<file path="src/rtl/acc_arbiter.sv">
// Round-robin arbiter sharing one accelerator request/response port among NumReq requesters.
// Grants are held while the accelerator stalls; per-requester counters limit in-flight requests.
module acc_arbiter #(
  parameter int unsigned NumReq         = 4,
  parameter int unsigned DataWidth      = 32,
  parameter int unsigned AccAddrWidth   = 5,
  parameter int unsigned IdWidth        = 5,
  parameter int unsigned MaxOutstanding = 4,
  localparam int unsigned IdxWidth      = $clog2(NumReq),
  localparam int unsigned OutIdWidth    = IdWidth + IdxWidth
) (
  input  logic                                      clk_i,
  input  logic                                      rst_ni,
  input  logic [NumReq-1:0][AccAddrWidth-1:0]       slv_q_addr,
  input  logic [NumReq-1:0][31:0]                   slv_q_op,
  input  logic [NumReq-1:0][DataWidth-1:0]          slv_q_arga,
  input  logic [NumReq-1:0][DataWidth-1:0]          slv_q_argb,
  input  logic [NumReq-1:0][DataWidth-1:0]          slv_q_argc,
  input  logic [NumReq-1:0][IdWidth-1:0]            slv_q_id,
  input  logic [NumReq-1:0]                         slv_q_valid,
  output logic [NumReq-1:0]                         slv_q_ready,
  output logic [NumReq-1:0][DataWidth-1:0]          slv_p_data,
  output logic [NumReq-1:0][IdWidth-1:0]            slv_p_id,
  output logic [NumReq-1:0]                         slv_p_error,
  output logic [NumReq-1:0]                         slv_p_valid,
  input  logic [NumReq-1:0]                         slv_p_ready,
  output logic [AccAddrWidth-1:0]                   mst_q_addr,
  output logic [31:0]                               mst_q_op,
  output logic [DataWidth-1:0]                      mst_q_arga,
  output logic [DataWidth-1:0]                      mst_q_argb,
  output logic [DataWidth-1:0]                      mst_q_argc,
  output logic [OutIdWidth-1:0]                     mst_q_id,
  output logic                                      mst_q_valid,
  input  logic                                      mst_q_ready,
  input  logic [DataWidth-1:0]                      mst_p_data,
  input  logic [OutIdWidth-1:0]                     mst_p_id,
  input  logic                                      mst_p_error,
  input  logic                                      mst_p_valid,
  output logic                                      mst_p_ready
);

  localparam int unsigned CntWidth = $clog2(MaxOutstanding + 1);
  localparam logic [CntWidth-1:0] MaxCnt = CntWidth'(MaxOutstanding);
  localparam logic [IdxWidth-1:0] LastIdx = IdxWidth'(NumReq - 1);

  logic [IdxWidth-1:0]              r_ptr;
  logic                             r_lock;
  logic [IdxWidth-1:0]              r_lock_idx;
  logic [NumReq-1:0][CntWidth-1:0]  r_cnt;

  logic [NumReq-1:0]   w_eligible;
  logic                w_hi_any, w_lo_any;
  logic [IdxWidth-1:0] w_hi_idx, w_lo_idx;
  logic                w_gnt_any;
  logic [IdxWidth-1:0] w_gnt_idx;
  logic                w_q_hs;
  logic [IdxWidth-1:0] w_p_idx;
  logic                w_p_in_range;
  logic                w_p_hs;
  logic [NumReq-1:0]   w_inc, w_dec;

  always_comb begin
    for (int i = 0; i < NumReq; i++) begin
      w_eligible[i] = slv_q_valid[i] && (r_cnt[i] != MaxCnt);
    end
  end

  // Two-pass priority search: lowest eligible index at or above the pointer, else lowest overall.
  always_comb begin
    w_hi_any = 1'b0;
    w_hi_idx = '0;
    w_lo_any = 1'b0;
    w_lo_idx = '0;
    for (int i = NumReq - 1; i >= 0; i--) begin
      if (w_eligible[i]) begin
        w_lo_any = 1'b1;
        w_lo_idx = IdxWidth'(i);
        if (i >= int'(r_ptr)) begin
          w_hi_any = 1'b1;
          w_hi_idx = IdxWidth'(i);
        end
      end
    end
  end

  always_comb begin
    w_gnt_any = 1'b0;
    w_gnt_idx = r_ptr;
    if (r_lock) begin
      w_gnt_any = 1'b1;
      w_gnt_idx = r_lock_idx;
    end else if (w_hi_any) begin
      w_gnt_any = 1'b1;
      w_gnt_idx = w_hi_idx;
    end else if (w_lo_any) begin
      w_gnt_any = 1'b1;
      w_gnt_idx = w_lo_idx;
    end
  end

  assign mst_q_valid = w_gnt_any && w_eligible[w_gnt_idx];
  assign mst_q_addr  = slv_q_addr[w_gnt_idx];
  assign mst_q_op    = slv_q_op[w_gnt_idx];
  assign mst_q_arga  = slv_q_arga[w_gnt_idx];
  assign mst_q_argb  = slv_q_argb[w_gnt_idx];
  assign mst_q_argc  = slv_q_argc[w_gnt_idx];
  assign mst_q_id    = {w_gnt_idx, slv_q_id[w_gnt_idx]};
  assign w_q_hs      = mst_q_valid && mst_q_ready;

  always_comb begin
    for (int i = 0; i < NumReq; i++) begin
      slv_q_ready[i] = w_gnt_any && (w_gnt_idx == IdxWidth'(i)) && mst_q_ready;
    end
  end

  assign w_p_idx = mst_p_id[OutIdWidth-1 -: IdxWidth];

  // Responses addressed past the last requester are swallowed.
  always_comb begin
    mst_p_ready  = 1'b1;
    w_p_in_range = 1'b0;
    for (int i = 0; i < NumReq; i++) begin
      slv_p_data[i]  = mst_p_data;
      slv_p_id[i]    = mst_p_id[IdWidth-1:0];
      slv_p_error[i] = mst_p_error;
      slv_p_valid[i] = mst_p_valid && (w_p_idx == IdxWidth'(i));
      if (w_p_idx == IdxWidth'(i)) begin
        w_p_in_range = 1'b1;
        mst_p_ready  = slv_p_ready[i];
      end
    end
  end

  assign w_p_hs = mst_p_valid && mst_p_ready && w_p_in_range;

  always_comb begin
    for (int i = 0; i < NumReq; i++) begin
      w_inc[i] = w_q_hs && (w_gnt_idx == IdxWidth'(i));
      w_dec[i] = w_p_hs && (w_p_idx == IdxWidth'(i)) && (r_cnt[i] != '0);
    end
  end

  always_ff @(posedge clk_i) begin
    if (!rst_ni) begin
      r_ptr      <= '0;
      r_lock     <= 1'b0;
      r_lock_idx <= '0;
      r_cnt      <= '0;
    end else begin
      if (w_q_hs) begin
        r_ptr  <= (w_gnt_idx == LastIdx) ? '0 : w_gnt_idx + 1'b1;
        r_lock <= 1'b0;
      end else if (mst_q_valid) begin
        r_lock     <= 1'b1;
        r_lock_idx <= w_gnt_idx;
      end
      for (int i = 0; i < NumReq; i++) begin
        if (w_inc[i] && !w_dec[i]) begin
          r_cnt[i] <= r_cnt[i] + 1'b1;
        end else if (w_dec[i] && !w_inc[i]) begin
          r_cnt[i] <= r_cnt[i] - 1'b1;
        end
      end
    end
  end

endmodule

</file>
<file path="config.mk">
export PLATFORM = sky130hd
export DESIGN_NAME = acc_arbiter
export DESIGN_NICKNAME = d
export VERILOG_FILES = /design/src/rtl/acc_arbiter.sv
export SDC_FILE = /design/constraint.sdc
export NUM_CORES = 1
export LEC_CHECK = 0
export CORE_AREA = 2 2 349 351
export CTS_CLUSTER_DIAMETER = 150
export DETAILED_ROUTE_END_ITERATION = 8
export DIE_AREA = 0 0 351 353
export PLACE_DENSITY_LB_ADDON = 0.05
export REMOVE_ABC_BUFFERS = 1
export SLEW_MARGIN = 40
export SYNTH_ARGS = -nofsm -noshare
export SYNTH_HDL_FRONTEND = slang
export SYNTH_SLANG_ARGS = --single-unit
</file>
<file path="constraint.sdc">
create_clock -name clk_i -period 3.1 [get_ports clk_i]
set_clock_uncertainty 0.1 [all_clocks]
set_input_delay 0.62 -clock clk_i [delete_from_list [all_inputs] [get_ports clk_i]]
set_output_delay 0.62 -clock clk_i [all_outputs]
set_load 0.05 [all_outputs]
</file>
==> impl_metrics.yaml <==
global_routing:
  antenna_found_initial: 52
  met2_usage_pct: 20.44
  gr-total-overflow: 0
  grt_use_met1_pct: 11.41
  grtUsageTotal_pct: 11.02
  grt_pass1_wl_um: 91740
  grt_busiest_layer: "met2"
  grt_use_met3_pct: 5.852
  grt_pass1_vias: 9892
  grt_max_degree: 29
synthesis:
  synth-edff-count: 0
  synth_async_sr_flop_share_pct: 0
  synth.avg_cell_area_um2: 9.001
  dominantRegCellSynth: "dfxtp_1"
  syn_inst: 770
  yosys_register_bits: 17
  synth_most_common_cell: "mux2i_1"
  yosys-top-cells-count: "mux2i_1 (421), buf_4 (175), buf_2 (21), dfxtp_1 (17), inv_1 (13)"
  synth_top_area_share_pct: 60.81
  post_synth_num_cell_types: 46
  yosys-top-cells-area: "mux2i_1 (61%), buf_4 (19%), dfxtp_1 (4.9%)"
  syn_area_um2: 6930
  ys_warn_count: 0
  synth_area_leader_cell: "mux2i_1"
  seq_area_frac_synth_pct: 4.911
placed_design:
  io_buffers: 715
  place.gp.congestion: 0.7275
  dp_hpwl_um: 60290
  dp_cells: 3021
outcome:
  violations: "negative setup slack"
  outcome: "finished, violations left"
routing:
  ant_nets: 0
  finalWirelength_um: 74630
  drcViolationCount: 0
  vias: 9062
  wl_per_cell_um: 23.78
  drt_iter0_markers: 310
  drtPass1Iterations: 4
  via_per_inst: 2.888
floorplanning:
  die_y_um: 353
  initial_core_util_pct: 5.747
  io_pins: 906
  dieArea_um2: 123900
  core-area_um2: 120600
  dieWidth_um: 351
  rows: 128
worst_setup_path:
  critPathTopFamily: "buffers and inverters"
  crit_buf_inv: 5
  endpoint_kind: "output pin"
  critPathSlowestCell: "or3b_4"
  max_stage_delay_ns: 0.47
  crit_chain: "or3b_4 > a21oi_4 > nor3b_4 > o21ai_4 > nand2_8 > buf_16 > buf_8 > buf_16 > mux2i_4 > mux2i_4 > buf_6 > buf_12"
  critPathRequiredTime_ns: 2.38
  crit_fanout: 10
  start_kind: "register"
  critPathKind: "reg -> out"
  critical_path_arrival_ns: 2.84
timing:
  worst_slew_pin_slew_ns: 0.6623
  hold_viol_final: 0
  slew_violations: 0
  finalCriticalPeriod_ns: 3.560
  post-route-period-util_pct: 114.8
  setup_violations: 151
  max_freq_mhz: 280.9
  worst_slack_ns: -0.4602
  slew_headroom_pct: 55.29
  rsz0062_at_grt: "true"
cts:
  insertion_delay_ns: 0.26
  cts_tree: "yes"
  clk_pin_slew_ns: 0.06
  cts_sinks: 17
  root_buffer: "clkbuf_16"
  cts_buffers: 3
  h-tree-depth: 1
  cts_buffer_depth: 2
pwr:
  ir_drop_v: 0.0004539
  p_leak_uw: 0.008629
  power.density_nw_per_um2: 1173
final_layout:
  synthToLayoutAreaGrowth_pct: 203.8
  fin_util_pct: 17.46
  num-nets-final: 2109
  fin_cells: 3138
  drive_gt1_share_pct: 40.88
flow_run:
  drv_cap: 0
hold_path:
  hold_class: "reg -> reg"
==> final cells by class <==
| class | count | area, um^2 |
|---|---|---|
| Timing Repair Buffer | 918 | 11600 |
| Fill cell | 13290 | 99540 |
| Tap cell | 1625 | 2033 |
| Clock buffer | 4 | 78.83 |
| Inverter | 14 | 61.31 |
| Antenna cell | 21 | 52.55 |
| Sequential cell | 17 | 344.1 |
| Multi-Input combinational cell | 539 | 6889 |
==> per-stage QoR <==
| stage | hold WS [ns] | setup slack [ns] | cell area, um^2 | total power (uW) | TNS [ns] |
|---|---|---|---|---|---|
| global placement | 0.3843 | -1.338 | 17100 | 18370 | -127.41 |
| detailed placement | 0.3821 | -1.358 | 17100 | 18300 | -135.59 |
| floorplan | 0.3380 | -7.070 | 5497 | 6082 | -859.12 |
| global route | 0.4186 | -0.5529 | 21000 | 25860 | -66.32 |
| finish | 0.3823 | -0.4602 | 21060 | 24710 | -49.79 |
| CTS | 0.3910 | -0.5122 | 19300 | 22570 | -63.26 |
==> final timing paths <==
path / from / to / slack [ns] / cells after the start
worst max-delay path: r_cnt[1]$_SDFFE_PN0P_ / mst_q_op[21] / -0.46 / 12
worst min-delay path: r_lock_idx[0]$_SDFFE_PN0P_ / r_lock_idx[0]$_SDFFE_PN0P_ / 0.38 / 2
worst max register to register: r_cnt[8]$_SDFFE_PN0P_ / r_cnt[2]$_SDFFE_PN0P_ / -0.38 / 15
worst min register to register: r_lock_idx[0]$_SDFFE_PN0P_ / r_lock_idx[0]$_SDFFE_PN0P_ / 0.38 / 2
==> worst register-to-register path: stages (launching register included) <==
cell,delay (ns)
dfxtp_2,0.34
or3b_4,0.40
o211ai_4,0.13
a211oi_4,0.11
buf_4,0.15
o21a_1,0.16
or3_4,0.38
a31oi_1,0.18
buf_4,0.16
and2_4,0.15
ha_4,0.12
inv_2,0.04
fa_2,0.36
xor2_2,0.15
or3_1,0.36
a21boi_1,0.11
==> state kept, by name, indices dropped and copies added, names as in the netlist <==
| name | flops |
|---|---|
| r_lock_idx | 2 |
| r_ptr | 2 |
| r_cnt | 12 |
| r_lock | 1 |
==> per-layer routing <==
metal  share of wire (%)  up-vias
met1                  36     4279
met5                0.30        -
met4                0.66       34
met2                  52      549
met3                  12       69
li1                    -     4131
==> timing repair <==
item,CTS,global route
hold endpoints to repair,0,0
hold buffers,0,0
pin swaps,7,19
gates cloned,20,17
gates resized for setup,239,253
buffers inserted,34,34
endpoints found under the setup margin,156,155
==> report_power, final <==
group	internal, uW	switching [uW]	total (uW)
sequential	287	52.0	339
clock	175	101	277
combinational	12700	11400	24100
==> cells by family after synthesis <==
| kind of cell | count (synthesis) | share of synthesized area, % |
|---|---|---|
| flops | 17 | 4.911 |
| xor+xnor | 8 | 1.011 |
| compound gates | 34 | 3.792 |
| fa+ha+maj | 12 | 2.600 |
| mux | 422 | 61.13 |
| simple gates | 63 | 5.109 |
| buf+inv | 214 | 21.45 |
==> placed cells by master (no fill, tap or decap), types with 2 or more instances in the layout <==
cell               n
dfxtp_2            3
buf_4             95
nor3b_1            2
bufbuf_16          8
inv_1              7
diode_2           21
or3b_4             2
and2_1             9
ha_1               3
clkbuf_16         21
mux2i_4           92
nand2_1           11
ha_2               2
fa_2               4
buf_8              9
a21oi_1            2
mux2i_2          109
clkdlybuf4s50_1  561
mux2i_1          220
inv_2              5
and2_4             3
clkbuf_2           3
xnor2_1            4
ha_4               3
nor3_2             2
nand2b_1           2
o311ai_0           4
buf_12           158
nor2_1            10
buf_6             34
o21ai_0            6
xor2_1             3
dfxtp_1           14
nor2b_1            4
a21boi_1           4
buf_16            31
or3_1              4
Power figures use the tool's default switching activity.
